<file path="config.mk">
export PLATFORM = sky130hd
export DESIGN_NAME = regfile_block_transfer_flat
export DESIGN_NICKNAME = d
export VERILOG_FILES = /design/src/rtl/regfile_block_transfer_if.sv /design/src/rtl/regfile_block_transfer.sv /design/src/flat_wrapper.sv
export SDC_FILE = /design/constraint.sdc
export NUM_CORES = 1
export LEC_CHECK = 0
export ABC_AREA = 1
export BUFFER_PORTS_ARGS = -buffer_cell sky130_fd_sc_hd__buf_4
export CAP_MARGIN = 10
export CELL_PAD_IN_SITES_DETAIL_PLACEMENT = 1
export CELL_PAD_IN_SITES_GLOBAL_PLACEMENT = 1
export CORE_ASPECT_RATIO = 1.25
export CORE_UTILIZATION = 35
export DETAILED_ROUTE_END_ITERATION = 10
export HOLD_SLACK_MARGIN = 0.12
export PLACE_DENSITY = 0.79
export SKIP_CTS_REPAIR_TIMING = 1
export SLEW_MARGIN = 20
export SYNTH_ARGS = -nofsm -noshare
export SYNTH_HDL_FRONTEND = slang
export SYNTH_SLANG_ARGS = --single-unit
</file>
<file path="constraint.sdc">
create_clock -name i_clk -period 16.9 [get_ports i_clk]
set_input_delay 1.69 -clock i_clk [delete_from_list [all_inputs] [get_ports i_clk]]
set_output_delay 1.69 -clock i_clk [all_outputs]
set_load 0.02 [all_outputs]
</file>
<file path="src/rtl/regfile_block_transfer_if.sv">
// Bus bundle between the block-transfer sequencer and its surroundings:
// control/decode request, register file ports A/C, and the data memory handshake.
// The slave modport is the sequencer itself; the master modport is everything around it.
interface regfile_block_transfer_if;
    logic        Start;
    logic        Load;
    logic [15:0] RegList;
    logic [31:0] BaseAddr;

    logic [3:0]  DirA;
    logic [31:0] ReadDataA;
    logic [3:0]  DirC;
    logic [31:0] WriteData;
    logic        WriteEnable;

    logic        MemReq;
    logic        MemWrite;
    logic [31:0] MemAddr;
    logic [31:0] MemWData;
    logic [31:0] MemRData;
    logic        MemAck;

    logic        Busy;
    logic        Done;
    logic        Fault;

    modport master (
        output Start, Load, RegList, BaseAddr, ReadDataA, MemRData, MemAck,
        input  DirA, DirC, WriteData, WriteEnable, MemReq, MemWrite, MemAddr, MemWData,
               Busy, Done, Fault
    );

    modport slave (
        input  Start, Load, RegList, BaseAddr, ReadDataA, MemRData, MemAck,
        output DirA, DirC, WriteData, WriteEnable, MemReq, MemWrite, MemAddr, MemWData,
               Busy, Done, Fault
    );
endinterface

</file>
<file path="src/rtl/regfile_block_transfer.sv">
// Multi-register block-transfer sequencer (PUSH/STM and POP/LDM) for the 16x32
// register file. Walks the latched register list in ascending order, one memory
// access per selected register, and stalls the core through Busy while active.
//
// Build option: define REGFILE_SP_WRITEBACK_EN to add the SPWB state, which writes
// the final stack pointer into R13 after a successful non-empty transfer.
//
// state  | meaning
// -------+---------------------------------------------------------------
// IDLE   | waiting for Start; latches Load, RegList, BaseAddr
// SETUP  | count registers, compute first address and final SP
// RDREG  | store only: read Ri through port A into the store data register
// MEM    | memory request held until MemAck or timeout
// WBREG  | load only: one-cycle write of the loaded word into Ri
// SPWB   | write final SP into R13 (only with REGFILE_SP_WRITEBACK_EN)
// DONE   | one-cycle Done pulse, Fault qualifies it
module regfile_block_transfer #(
    parameter int unsigned MEM_TIMEOUT = 255
) (
    input logic                     i_clk,
    input logic                     i_rst,
    regfile_block_transfer_if.slave io_bus
);

`ifdef REGFILE_SP_WRITEBACK_EN
    typedef enum logic [2:0] {
        S_IDLE, S_SETUP, S_RDREG, S_MEM, S_WBREG, S_SPWB, S_DONE
    } state_t;
`else
    typedef enum logic [2:0] {
        S_IDLE, S_SETUP, S_RDREG, S_MEM, S_WBREG, S_DONE
    } state_t;
`endif

    // Timeout is a down-counter loaded on MEM entry; expiry is the terminal count 0
    // seen in a cycle without MemAck, which makes MEM last exactly MEM_TIMEOUT cycles.
    localparam logic [31:0] LP_TMO_LOAD = (MEM_TIMEOUT == 0) ? 32'd0 : 32'(MEM_TIMEOUT - 1);
    localparam bit          LP_TMO_EN   = (MEM_TIMEOUT != 0);

    state_t      r_state;
    logic        r_load;
    logic [15:0] r_list;       // registers not yet started
    logic [31:0] r_base;
    logic [3:0]  r_idx;        // register currently being transferred
    logic [31:0] r_tmo_cnt;
`ifdef REGFILE_SP_WRITEBACK_EN
    logic [31:0] r_final_sp;
`endif

    logic [3:0]  r_dir_a;
    logic [3:0]  r_dir_c;
    logic [31:0] r_wdata;
    logic        r_we;
    logic        r_mem_req;
    logic        r_mem_write;
    logic [31:0] r_mem_addr;
    logic [31:0] r_mem_wdata;
    logic        r_busy;
    logic        r_done;
    logic        r_fault;

    logic [4:0]  w_count;
    logic [31:0] w_span;
    logic [3:0]  w_next_idx;
    logic [15:0] w_list_rest;

    function automatic logic [4:0] f_popcount(input logic [15:0] v);
        logic [4:0] c;
        c = '0;
        for (int k = 0; k < 16; k++) c = c + {4'd0, v[k]};
        return c;
    endfunction

    function automatic logic [3:0] f_lowest(input logic [15:0] v);
        logic [3:0] idx;
        idx = '0;
        for (int k = 15; k >= 0; k--) if (v[k]) idx = 4'(k);
        return idx;
    endfunction

    // Register count, byte span, and the next register to service from the remaining list
    always_comb begin
        w_count     = f_popcount(r_list);
        w_span      = {25'd0, w_count, 2'b00};
        w_next_idx  = f_lowest(r_list);
        w_list_rest = r_list & ~(16'd1 << w_next_idx);
    end

    // Sequencer FSM with registered outputs
    always_ff @(posedge i_clk or posedge i_rst) begin
        if (i_rst) begin
            r_state     <= S_IDLE;
            r_load      <= 1'b0;
            r_list      <= '0;
            r_base      <= '0;
            r_idx       <= '0;
            r_tmo_cnt   <= '0;
`ifdef REGFILE_SP_WRITEBACK_EN
            r_final_sp  <= '0;
`endif
            r_dir_a     <= '0;
            r_dir_c     <= '0;
            r_wdata     <= '0;
            r_we        <= 1'b0;
            r_mem_req   <= 1'b0;
            r_mem_write <= 1'b0;
            r_mem_addr  <= '0;
            r_mem_wdata <= '0;
            r_busy      <= 1'b0;
            r_done      <= 1'b0;
            r_fault     <= 1'b0;
        end else begin
            case (r_state)
                S_IDLE: begin
                    r_done  <= 1'b0;
                    r_fault <= 1'b0;
                    if (io_bus.Start) begin
                        r_load  <= io_bus.Load;
                        r_list  <= io_bus.RegList;
                        r_base  <= io_bus.BaseAddr;
                        r_busy  <= 1'b1;
                        r_state <= S_SETUP;
                    end
                end

                S_SETUP: begin
                    if (w_count == 5'd0) begin
                        r_done  <= 1'b1;
                        r_fault <= 1'b0;
                        r_state <= S_DONE;
                    end else begin
                        // Both directions fill ascending addresses, so a store starts
                        // below the base and a load starts at it.
                        r_mem_addr <= r_load ? r_base : r_base - w_span;
`ifdef REGFILE_SP_WRITEBACK_EN
                        r_final_sp <= r_load ? r_base + w_span : r_base - w_span;
`endif
                        r_idx  <= w_next_idx;
                        r_list <= w_list_rest;
                        if (r_load) begin
                            r_mem_req   <= 1'b1;
                            r_mem_write <= 1'b0;
                            r_tmo_cnt   <= LP_TMO_LOAD;
                            r_state     <= S_MEM;
                        end else begin
                            r_dir_a <= w_next_idx;
                            r_state <= S_RDREG;
                        end
                    end
                end

                S_RDREG: begin
                    r_mem_wdata <= io_bus.ReadDataA;
                    r_mem_req   <= 1'b1;
                    r_mem_write <= 1'b1;
                    r_tmo_cnt   <= LP_TMO_LOAD;
                    r_state     <= S_MEM;
                end

                S_MEM: begin
                    if (io_bus.MemAck) begin
                        r_mem_req  <= 1'b0;
                        r_mem_addr <= r_mem_addr + 32'd4;
                        if (r_load) begin
                            r_wdata <= io_bus.MemRData;
                            r_dir_c <= r_idx;
                            r_we    <= 1'b1;
                            r_state <= S_WBREG;
                        end else if (|r_list) begin
                            r_idx   <= w_next_idx;
                            r_list  <= w_list_rest;
                            r_dir_a <= w_next_idx;
                            r_state <= S_RDREG;
                        end else begin
`ifdef REGFILE_SP_WRITEBACK_EN
                            r_dir_c <= 4'd13;
                            r_wdata <= r_final_sp;
                            r_we    <= 1'b1;
                            r_state <= S_SPWB;
`else
                            r_done  <= 1'b1;
                            r_fault <= 1'b0;
                            r_state <= S_DONE;
`endif
                        end
                    end else if (LP_TMO_EN && r_tmo_cnt == 32'd0) begin
                        // Abort without SP writeback; earlier loads stay in the regfile.
                        r_mem_req <= 1'b0;
                        r_done    <= 1'b1;
                        r_fault   <= 1'b1;
                        r_state   <= S_DONE;
                    end else begin
                        r_tmo_cnt <= r_tmo_cnt - 32'd1;
                    end
                end

                S_WBREG: begin
                    if (|r_list) begin
                        r_we        <= 1'b0;
                        r_idx       <= w_next_idx;
                        r_list      <= w_list_rest;
                        r_mem_req   <= 1'b1;
                        r_mem_write <= 1'b0;
                        r_tmo_cnt   <= LP_TMO_LOAD;
                        r_state     <= S_MEM;
                    end else begin
`ifdef REGFILE_SP_WRITEBACK_EN
                        // Back-to-back write: the SP writeback overrides a loaded R13.
                        r_dir_c <= 4'd13;
                        r_wdata <= r_final_sp;
                        r_we    <= 1'b1;
                        r_state <= S_SPWB;
`else
                        r_we    <= 1'b0;
                        r_done  <= 1'b1;
                        r_fault <= 1'b0;
                        r_state <= S_DONE;
`endif
                    end
                end

`ifdef REGFILE_SP_WRITEBACK_EN
                S_SPWB: begin
                    r_we    <= 1'b0;
                    r_done  <= 1'b1;
                    r_fault <= 1'b0;
                    r_state <= S_DONE;
                end
`endif

                S_DONE: begin
                    r_done  <= 1'b0;
                    r_fault <= 1'b0;
                    r_busy  <= 1'b0;
                    r_state <= S_IDLE;
                end

                default: r_state <= S_IDLE;
            endcase
        end
    end

    assign io_bus.DirA        = r_dir_a;
    assign io_bus.DirC        = r_dir_c;
    assign io_bus.WriteData   = r_wdata;
    assign io_bus.WriteEnable = r_we;
    assign io_bus.MemReq      = r_mem_req;
    assign io_bus.MemWrite    = r_mem_write;
    assign io_bus.MemAddr     = r_mem_addr;
    assign io_bus.MemWData    = r_mem_wdata;
    assign io_bus.Busy        = r_busy;
    assign io_bus.Done        = r_done;
    assign io_bus.Fault       = r_fault;

endmodule

</file>
<file path="src/flat_wrapper.sv">
// flat-port wrapper written by rule: the top's interface ports become plain ports
module regfile_block_transfer_flat 
#(
    parameter int unsigned MEM_TIMEOUT = 255
)
  (i_clk, i_rst, io_bus_Start, io_bus_Load, io_bus_RegList, io_bus_BaseAddr, io_bus_ReadDataA, io_bus_MemRData, io_bus_MemAck, io_bus_DirA, io_bus_DirC, io_bus_WriteData, io_bus_WriteEnable, io_bus_MemReq, io_bus_MemWrite, io_bus_MemAddr, io_bus_MemWData, io_bus_Busy, io_bus_Done, io_bus_Fault);
  regfile_block_transfer_if io_bus_i ();
  input logic i_clk;
  input logic i_rst;
  input wire logic [$bits(io_bus_i.Start)-1:0] io_bus_Start;
  input wire logic [$bits(io_bus_i.Load)-1:0] io_bus_Load;
  input wire logic [$bits(io_bus_i.RegList)-1:0] io_bus_RegList;
  input wire logic [$bits(io_bus_i.BaseAddr)-1:0] io_bus_BaseAddr;
  input wire logic [$bits(io_bus_i.ReadDataA)-1:0] io_bus_ReadDataA;
  input wire logic [$bits(io_bus_i.MemRData)-1:0] io_bus_MemRData;
  input wire logic [$bits(io_bus_i.MemAck)-1:0] io_bus_MemAck;
  output wire logic [$bits(io_bus_i.DirA)-1:0] io_bus_DirA;
  output wire logic [$bits(io_bus_i.DirC)-1:0] io_bus_DirC;
  output wire logic [$bits(io_bus_i.WriteData)-1:0] io_bus_WriteData;
  output wire logic [$bits(io_bus_i.WriteEnable)-1:0] io_bus_WriteEnable;
  output wire logic [$bits(io_bus_i.MemReq)-1:0] io_bus_MemReq;
  output wire logic [$bits(io_bus_i.MemWrite)-1:0] io_bus_MemWrite;
  output wire logic [$bits(io_bus_i.MemAddr)-1:0] io_bus_MemAddr;
  output wire logic [$bits(io_bus_i.MemWData)-1:0] io_bus_MemWData;
  output wire logic [$bits(io_bus_i.Busy)-1:0] io_bus_Busy;
  output wire logic [$bits(io_bus_i.Done)-1:0] io_bus_Done;
  output wire logic [$bits(io_bus_i.Fault)-1:0] io_bus_Fault;
  assign io_bus_i.Start = io_bus_Start;
  assign io_bus_i.Load = io_bus_Load;
  assign io_bus_i.RegList = io_bus_RegList;
  assign io_bus_i.BaseAddr = io_bus_BaseAddr;
  assign io_bus_i.ReadDataA = io_bus_ReadDataA;
  assign io_bus_i.MemRData = io_bus_MemRData;
  assign io_bus_i.MemAck = io_bus_MemAck;
  assign io_bus_DirA = io_bus_i.DirA;
  assign io_bus_DirC = io_bus_i.DirC;
  assign io_bus_WriteData = io_bus_i.WriteData;
  assign io_bus_WriteEnable = io_bus_i.WriteEnable;
  assign io_bus_MemReq = io_bus_i.MemReq;
  assign io_bus_MemWrite = io_bus_i.MemWrite;
  assign io_bus_MemAddr = io_bus_i.MemAddr;
  assign io_bus_MemWData = io_bus_i.MemWData;
  assign io_bus_Busy = io_bus_i.Busy;
  assign io_bus_Done = io_bus_i.Done;
  assign io_bus_Fault = io_bus_i.Fault;
  regfile_block_transfer #(.MEM_TIMEOUT(MEM_TIMEOUT)) u_core (.i_clk(i_clk), .i_rst(i_rst), .io_bus(io_bus_i));
endmodule
</file>
; ---- Yosys cells after proc, flatten, opt, wreduce, memory -nomap -nowiden
; Index checks and enable logic that the tools add are counted.
[totals]
regBits = 198
in_bits = 117
out_inout_bits = 110
word_cells = 160
[op_classes]
addsub = 18
eq_ne = 19
shift = 1
mux = 77
bitwise_logic = 2
n_reduce_logical = 26
[op_table]
columns = op, n
row1 = 32-bit 2-to-1 mux, 8
row2 = 32-bit one-hot mux with 4 select lines, 1
row3 = 4-bit 2-to-1 mux, 25
row4 = 16-bit 2-to-1 mux, 5
row5 = 5-bit by 1-bit adder with 5-bit output, 14
row6 = 16-bit one-hot mux with 4 select lines, 1
row7 = 32-bit one-hot mux with 2 select lines, 1
row8 = "32-bit by 3-bit adder with 32-bit output, second input constant", 1
row9 = 32-bit zero test, 1
row10 = "32-bit by 1-bit subtractor with 32-bit output, second input constant", 1
row11 = 32-bit by 7-bit subtractor with 32-bit output, 1
row12 = 3-bit 2-to-1 mux, 7
row13 = 1-bit 2-to-1 mux, 20
row14 = 16-bit AND, 1
row15 = 16-bit inverter, 1
row16 = 16-bit OR reduction, 1
row17 = "1-bit by 4-bit left shift with 16-bit output, first input constant", 1
row18 = 3-bit one-hot mux with 5 select lines, 1
row19 = "2-bit != test, second input constant", 7
row20 = 1-bit one-hot mux with 4 select lines, 3
row21 = 4-bit one-hot mux with 3 select lines, 1
row22 = 4-bit AND reduction, 3
row23 = 6-bit AND reduction, 2
row24 = 4-bit nonzero test, 3
row25 = 18 further kinds, 33

; ---- Depth between registers and ports, before layout
; Gate-level depths: netlist of the first run.
[logic_depth]
depth_word = 23
ltp_mapped = 28
ltp_nobuf = 28

; ---- Worst setup path after synthesis of the first run
; OpenSTA, ideal clock, no wires.
[synth_timing]
path_type = register -> register
startpoint = register u_core.r_list[1]
endpoint = register u_core.r_mem_addr[20], in the netlist u_core.io_bus.MemAddr[20]
setup_ns = 0.117
arrival_time_ns = 5.135
required_ns = 16.783
slack_ns = 11.648
path_stages_with_launch = 28
n_path_buf = 0
synth_period_minus_slack_ns = 5.252
cell_sequence = dfrtp_1 inv_1 ha_1 inv_1 fa_1 inv_1 fa_1 fa_1 inv_1 fa_1 fa_1 fa_1 or2_1 a21oi_2 inv_1 ha_1 inv_1 nor2_1 nand3_1 nand2_1 nor2_2 nand2_2 nor2_1 nand2_1 nand2_1 nand2_1 nand2_1 nand2_1
[synth_between]
elab_chain_len = 19
elab_cells_between_ends = 22
classes_between = 16 x add/sub / 1 x eq/ne / 3 x mux / 2 x reduce/logical
[synth_lines]
columns = item, line
row1 = from (decl), regfile_block_transfer.sv:42  ; logic [15:0] r_list;
row2 = from (signal assigned), regfile_block_transfer.sv:119  ; r_list <= io_bus.RegList;
row3 = from (signal assigned), regfile_block_transfer.sv:139  ; r_list <= w_list_rest;
row4 = from (signal assigned), regfile_block_transfer.sv:171  ; r_list <= w_list_rest;
row5 = 1-bit by 1-bit adder with 2-bit output *, regfile_block_transfer.sv:70  ; for (int k = 0; k < 16; k++) c = c + {4'd0, v[k]};
row6 = 5-bit by 1-bit adder with 5-bit output * (14 in series), regfile_block_transfer.sv:70
row7 = 32-bit by 7-bit subtractor with 32-bit output, regfile_block_transfer.sv:134  ; r_mem_addr <= r_load ? r_base : r_base - w_span;
row8 = 32-bit 2-to-1 mux, regfile_block_transfer.sv:134
row9 = 32-bit 2-to-1 mux, regfile_block_transfer.sv:127  ; if (w_count == 5'd0) begin
row10 = 32-bit one-hot mux with 2 select lines, regfile_block_transfer.sv:113  ; case (r_state)
row11 = to (signal assigned), regfile_block_transfer.sv:134
row12 = to (signal assigned), regfile_block_transfer.sv:163  ; r_mem_addr <= r_mem_addr + 32'd4;
row13 = to (decl), regfile_block_transfer.sv:56  ; logic [31:0] r_mem_addr;
; Every way passes the cells marked *; elsewhere a longest branch is shown, timed or not. The select of a mux whose other input is x is not followed.
; A chain may end at the register's enable or synchronous reset.

; ---- Worst setup path in the final report of the first run
; Ends and elaborated chain as after synthesis.

==> run metrics, run 1 <==
final setup skew 0.01245 ns; Final Setup Violations 0; Power Density about 260 nW/µm²; Final Cycle Share a little over a third; Worst VDD drop ~210 µV; crit path from u_core.r_list[1]$_DFFE_PP0P_; first-pass GRT wire length just over 60000 µm; chip height 204.8 µm; Vias 11110; remaining antenna violation count 0; cell taking the most area after synthesis dfrtp_1; syn avg cell area 7.396 µm²; Synth Area in Compound Gates about 8.6%; htree depth 4; CTS tree done; Max clock buf depth 2; total power ~3.6 mW; RSZ-0062 raised after global routing no; top cells by area, synth dfrtp_1 43%, nand2_1 18%, inv_1 5.2%; vias in the first global route about 12000; DP HPWL 28350 µm; XOR/XNOR Fraction of Synth Area 2.879%; area grow syn2layout 23.03%; post-layout min period roughly 6.0 ns; Worst Path Required 17.25 ns; die area 33640 µm²; Setup TNS Final 0 ns; largest net degree at the start of global routing 121; Avg WL per Cell ~17 µm; max_slew headroom 39.24%; mux cell area share after synthesis 0%; clock sinks 198; Worst EP arrival 6.37 ns; initial antenna violation count 1; Root Buffer clkbuf_16; Final Hold Viols 0; crit end category register; synthesized net count 1698; GRT overflow 0; Total Wirelength ~37000 µm; Synth cell types 53; number of max-cap violations 0; drt pass-1 iters 7; FF-to-FF Start u_core.r_list[1]$_DFFE_PP0P_; simple-gate share of the synthesized area 34.52%; asr flop ratio synth 100.0%; hold slack 0.4726 ns; Die W 164.2 µm; largest family of logic cells by synthesized area simple AND/OR/NAND/NOR gates; GRT Total Usage a little under a quarter; Setup CP Type reg -> reg; EDFF count, synth 0; vias per cell 5.075; crit path max fanout 35; cts bufs inserted 17; startpoint types register; FMAX 166.1 MHz; post-synth top area share 43.02%; Site Rows 73; Max Slew Vio Count 0; # IOs approximately 230; Worst Reg-to-Reg Cells 22; Final nets 1904; status completed; Static Leak approximately 7.2 nW; Post-Syn Area 11520 µm²; Synth Area in Adders 3.325%; clk_lat worst skew 0.46 ns; clock transition at the registers of the reported paths 0.08 ns; FF+latch count, synth between 150 and 200; gp weighted congestion 0.8661; initial DRC count 604; port bufs 226; most used flip-flop cell after synthesis dfrtp_1; DRC viols 0; Worst-Margin Slew 0.9115 ns; core region area between 30000 and 40000 µm²; worst hold path class reg -> reg; cells after synthesis 1557; Min-Delay Path Depth 2; Hold Crit Start u_core.io_bus.WriteData[23]$_DFFE_PP0P_; synth warn 0; Seq/Total Area, Yosys 43.02%; Starting Density 35.92%; ratio of cells with drive above 1 in the final layout around a fifth
-- power by group --
group,switching [mW],internal (mW),total [mW],leakage (nW)
clock network,0.202,0.226,0.428,0.284
logic,1.53,0.796,2.32,4.45
registers,0.194,0.674,0.868,2.48
-- sequential cells by signal (all words and copies together), names as in the netlist --
signal,cells
u_core.r_tmo_cnt,32
u_core.io_bus.Done,1
u_core.io_bus.MemWData,32
u_core.io_bus.MemReq,1
u_core.io_bus.DirA,4
u_core.r_idx,4
u_core.io_bus.Fault,1
u_core.r_load,1
u_core.io_bus.MemWrite,1
u_core.io_bus.WriteData,32
u_core.r_base,32
u_core.io_bus.WriteEnable,1
u_core.io_bus.DirC,4
u_core.io_bus.Busy,1
u_core.r_list,16
u_core.r_state,3
u_core.io_bus.MemAddr,32
-- layout by cell type (no fill, tap or decap), drive strengths merged --
cell type / Yosys / routed
nand2: 568 / 568
buf: 19 / 231
dfrtp: 198 / 198
inv: 176 / 178
nor2: 144 / 144
o21ai: 97 / 97
nand3: 90 / 90
nand4: 48 / 48
nor3: 34 / 34
xor2: 33 / 33
a21oi: 26 / 26
clkbuf: 25 / 21
o31ai: 14 / 14
ha: 13 / 13
or2: 12 / 12
fa: 11 / 11
nor4: 11 / 11
a22oi: 8 / 8
clkinv: 2 / 7
a31oi: 6 / 6
o211ai: 4 / 4
xnor2: 4 / 4
o2111ai: 3 / 3
and2: 2 / 2
o21bai: 2 / 2
nand3b: 2 / 2
clkinvlp: 0 / 2
bufinv: 0 / 2
diode: 0 / 1
or4: 1 / 1
a21boi: 1 / 1
a31o: 1 / 1
nor4b: 1 / 1
o22ai: 1 / 1
-- logic make-up after synthesis --
kind of cell	Yosys count
xor gates and xnor gates	37
buffers and inverters	222
and+or+nand+nor	913
DFF	198
AOI/OAI and AO/OA	163
adders and majority gates	24
-- metrics by stage --
stage               cells  util, %  setup WS, ns  instance area, µm²
floorplan            1557        -         9.813               11520
global placement     2156    42.31         11.10               13570
detailed placement   2156    42.31         10.94               13570
CTS                  2188    44.17         10.89               14160
global route         2189    44.19         10.58               14170
finish               2189    44.19         10.88               14170
-- per-layer routing --
layer  vias to the layer above  global-route usage [%]  wire [µm]
met5                         -                       0          0
met4                         0                   8.333        968
met3                        54                   4.211       1440
met2                       207                   40.64      19430
met1                      5468                   27.82      15570
li1                       5380                       -          -
-- worst max-delay path: stages, from the launching register on --
cell and delay [ns]:
dfrtp_1 0.44, inv_1 0.09, ha_1 0.28, inv_1 0.04, fa_1 0.47, inv_1 0.06, fa_1 0.50, fa_1 0.52
inv_1 0.05, fa_1 0.44, fa_1 0.42, fa_1 0.39, or2_1 0.27, nand2_2 0.09, nand3_2 0.06, nor3_2 0.23
nor2_2 0.09, nor2_4 0.63, inv_2 0.41, o21ai_0 0.21, inv_1 0.08, nand2_1 0.07, nand2_1 0.05
-- cell type report --
cell class	count	area (µm²)
Fill cell	4047	17890
Multi-Input combinational cell	1137	5682
Sequential cell	198	4955
Timing Repair Buffer	231	1738
Inverter	178	680.7
Tap cell	412	515.5
Clock buffer	21	450.4
Clock inverter	11	145.1
Antenna cell	1	2.502
-- cells in the mapped netlist (4+ instances only) --
library cell	n
nand2_1	558
dfrtp_1	198
inv_1	159
nor2_1	126
nand3_1	87
o21ai_0	66
nand4_1	45
xor2_1	32
o21ai_1	31
nor3_1	30
a21oi_1	25
clkbuf_1	25
inv_2	16
o31ai_2	14
ha_1	13
nor2_2	13
buf_2	12
fa_1	11
nand2_2	10
nor4_1	9
a22oi_1	8
or2_2	7
a31oi_1	6
nor2_4	4
o211ai_1	4
or2_0	4
xnor2_1	4
-- path summary, 6_finish.rpt --
path / endpoint / slack, ns
worst max-delay path: u_core.io_bus.MemAddr[20]$_DFFE_PP0P_ / 10.88
worst min-delay path: u_core.io_bus.WriteData[23]$_DFFE_PP0P_ / 0.47
worst max register to register: u_core.io_bus.MemAddr[20]$_DFFE_PP0P_ / 10.88
worst min register to register: u_core.io_bus.WriteData[23]$_DFFE_PP0P_ / 0.47
max in group asynchronous: u_core.r_base[22]$_DFFE_PP0P_ / 14.23
min in group asynchronous: u_core.io_bus.WriteData[12]$_DFFE_PP0P_ / 1.36
Power figures use the tool's default switching activity.
==> run 2: changes to the inputs <==
--- a/config.mk
+++ b/config.mk
@@ -14,7 +14,7 @@
 export CORE_UTILIZATION = 35
 export DETAILED_ROUTE_END_ITERATION = 10
 export HOLD_SLACK_MARGIN = 0.12
-export PLACE_DENSITY = 0.79
+export PLACE_DENSITY = 0.81
 export SKIP_CTS_REPAIR_TIMING = 1
 export SLEW_MARGIN = 20
 export SYNTH_ARGS = -nofsm -noshare
==> constraint.sdc (replaced) <==
create_clock -name i_clk -period 5.05 [get_ports i_clk]
set_input_delay 0.505 -clock i_clk [delete_from_list [all_inputs] [get_ports i_clk]]
set_output_delay 0.505 -clock i_clk [all_outputs]
set_load 0.02 [all_outputs]
==> run 2 against run 1 <==
The flow now finishes with violations (negative setup slack). Clock-buffer cell count down 3. Utilization is 4.1 points higher. Register-to-register slack lost 11 ns. First-iteration DRC count fell by 3.0%. Routed wire length grew 13%. Via count increased by 5.7%. Critical path type unchanged.
==> run metrics, run 2 (synthesis gave the netlist of run 1 again) <==
status complete, but fails checks; failing checks negative setup slack; RSZ-0062 raised after global routing yes; Hold Crit Start io_bus_MemRData[6]; number of max-cap violations 0 (unchanged); Crit-path slowest cell fa_1; clock sinks 198 (unchanged); area grow syn2layout 34.39%; Final nets 1966 (+3.3%); FF-to-FF Start u_core.r_list[1]$_DFFE_PP0P_; most frequent cells in the layout 530 x nand2_1, 260 x buf_4, 198 x dfrtp_1; ratio of cells with drive above 1 in the final layout 28.07% (+8.6 points); Worst Path Required 5.39 ns (-11.86 ns); Final Hold Viols 0 (unchanged); core region area 32060 µm² (unchanged); largest net degree at the start of global routing 132 (+9.1%); Site Rows 73 (unchanged); clock transition at the registers of the reported paths 0.09 ns (about the same); Max Slew Vio Count 0 (unchanged); Setup CP Type reg -> reg; Final Setup Violations 88 (+88); # fillers 3919 (-3.2%); Final Non-Filler Cells 2250 (+2.8%); crit path max fanout 4 (-89%); Max clock buf depth 2 (unchanged); initial DRC count 586 (-3.0%); first-pass GRT wire length 63090 µm (+3.7%); Total Wirelength 42140 µm (+13%); die area 33640 µm² (unchanged); DRC viols 0 (unchanged); chip height 204.8 µm (unchanged); Die W 164.2 µm (unchanged); Root Buffer clkbuf_16; setup slack after layout -0.3730 ns (-11.25 ns); Vias 11740 (+5.7%); DP HPWL 30410 µm (+7.2%); Avg WL per Cell 18.73 µm (+9.6%); Worst-Margin Slew 0.9647 ns (+0.05324 ns); clk_lat worst skew 0.45 ns (about the same); FMAX 184.4 MHz (+11%); # IOs 227 (unchanged); worst hold path class in -> reg; max_slew headroom 35.61% (-3.6 points); crit path from u_core.r_list[1]$_DFFE_PP0P_; ant diodes 0 (-1); GRT overflow 0 (unchanged); remaining antenna violation count 0 (unchanged); initial antenna violation count 0 (-1); dpl ws -0.3222 ns (-11.26 ns); htree depth 4 (unchanged); startpoint types register; WP buf/inv 6 (unchanged); vias per cell 5.216 (+2.8%); Worst EP arrival 5.76 ns (-0.61 ns); Starting Density 35.92% (unchanged); post-layout min period 5.423 ns (-0.5988 ns); commonest non-fill, non-tap cell in the layout nand2_1; Cells after DPL 2192 (+1.7%); drt pass-1 iters 5 (-2); cts bufs inserted 17 (unchanged); gp weighted congestion 0.9153 (+5.7%); vias in the first global route 12050 (+3.2%); cell repeated most along the worst path fa_1; CP max stage delay 0.51 ns (-0.12 ns); GRT Total Usage 24.14% (+1.0 points); Final Cycle Share 107.4% (+72 points); crit end category register; final setup skew 0.01350 ns (+0.001045 ns); port bufs 226 (unchanged); CP top delay family adder cells; CTS tree done
-- run 2: path summary, 6_finish.rpt --
| kind | to | slack (ns) | depth (start not counted) |
|---|---|---|---|
| hold reg to reg | u_core.io_bus.WriteData[25]$_DFFE_PP0P_ | 0.48 | 2 |
| setup reg to reg | u_core.io_bus.MemAddr[19]$_DFFE_PP0P_ | -0.37 | 25 |
| hold / removal | u_core.io_bus.WriteData[6]$_DFFE_PP0P_ | 0.24 | 3 |
| setup / recovery | u_core.io_bus.MemAddr[19]$_DFFE_PP0P_ | -0.37 | 25 |
| max in group asynchronous | u_core.r_load$_DFFE_PP0P_ | 3.28 | 4 |
| min in group asynchronous | u_core.io_bus.WriteData[6]$_DFFE_PP0P_ | 0.64 | 3 |
-- run 2: area by class of cell --
| class | instances | area [µm²] | share of cell area [%] |
|---|---|---|---|
| clock buffer | 18 | 429.2 | 2.773 |
| clock inverter | 14 | 157.7 | 1.019 |
| inverter | 178 | 711.9 | 4.600 |
| multi-input combinational | 1138 | 6299 | 40.70 |
| sequential | 198 | 4955 | 32.02 |
| tap | 412 | 515.5 | 3.331 |
| timing repair buffer | 291 | 2401 | 15.51 |
| timing repair inverter | 1 | 7.507 | 0.04851 |
-- run 2: worst reg2reg max path, stage by stage (launching register included) --
cell	delay [ns]
dfrtp_1	0.40
inv_2	0.08
ha_4	0.26
inv_2	0.03
fa_1	0.47
inv_1	0.05
fa_1	0.45
fa_1	0.49
inv_1	0.05
fa_1	0.51
fa_2	0.42
fa_2	0.37
or2_4	0.28
a21oi_4	0.14
inv_2	0.06
ha_4	0.27
nand3_2	0.09
nand2_2	0.07
inv_4	0.09
nand3_4	0.11
nor2_4	0.18
nand2_1	0.07
nand2_1	0.08
nand3_2	0.09
nand3_2	0.14
nand2_2	0.04
-- run 2: stage by stage --
step	area [µm²]	hold WS, ns	utilization, %	TNS [ns]
2_1_floorplan	11580	0.4492	-	-0.03303
5_1_grt	15480	0.2331	48.27	-37.29
3_5_place_dp	13930	0.4602	43.44	-10.25
6_report	15480	0.2410	48.27	-22.78
4_1_cts	14510	0.07054	45.27	-11.28
3_3_place_gp	13930	0.4553	43.44	-2.997
-- run 2: per-layer routing --
metal | part of all wire [%] | GRT usage, %
met1 | 41 | 29.59
met5 | 0 | 0
met4 | 2.9 | 8.631
met2 | 53 | 43.19
met3 | 3.0 | 2.733
Power of run 2 is not shown: default switching activity piles up to over one toggle a cycle in this logic, so the estimate is an artifact.
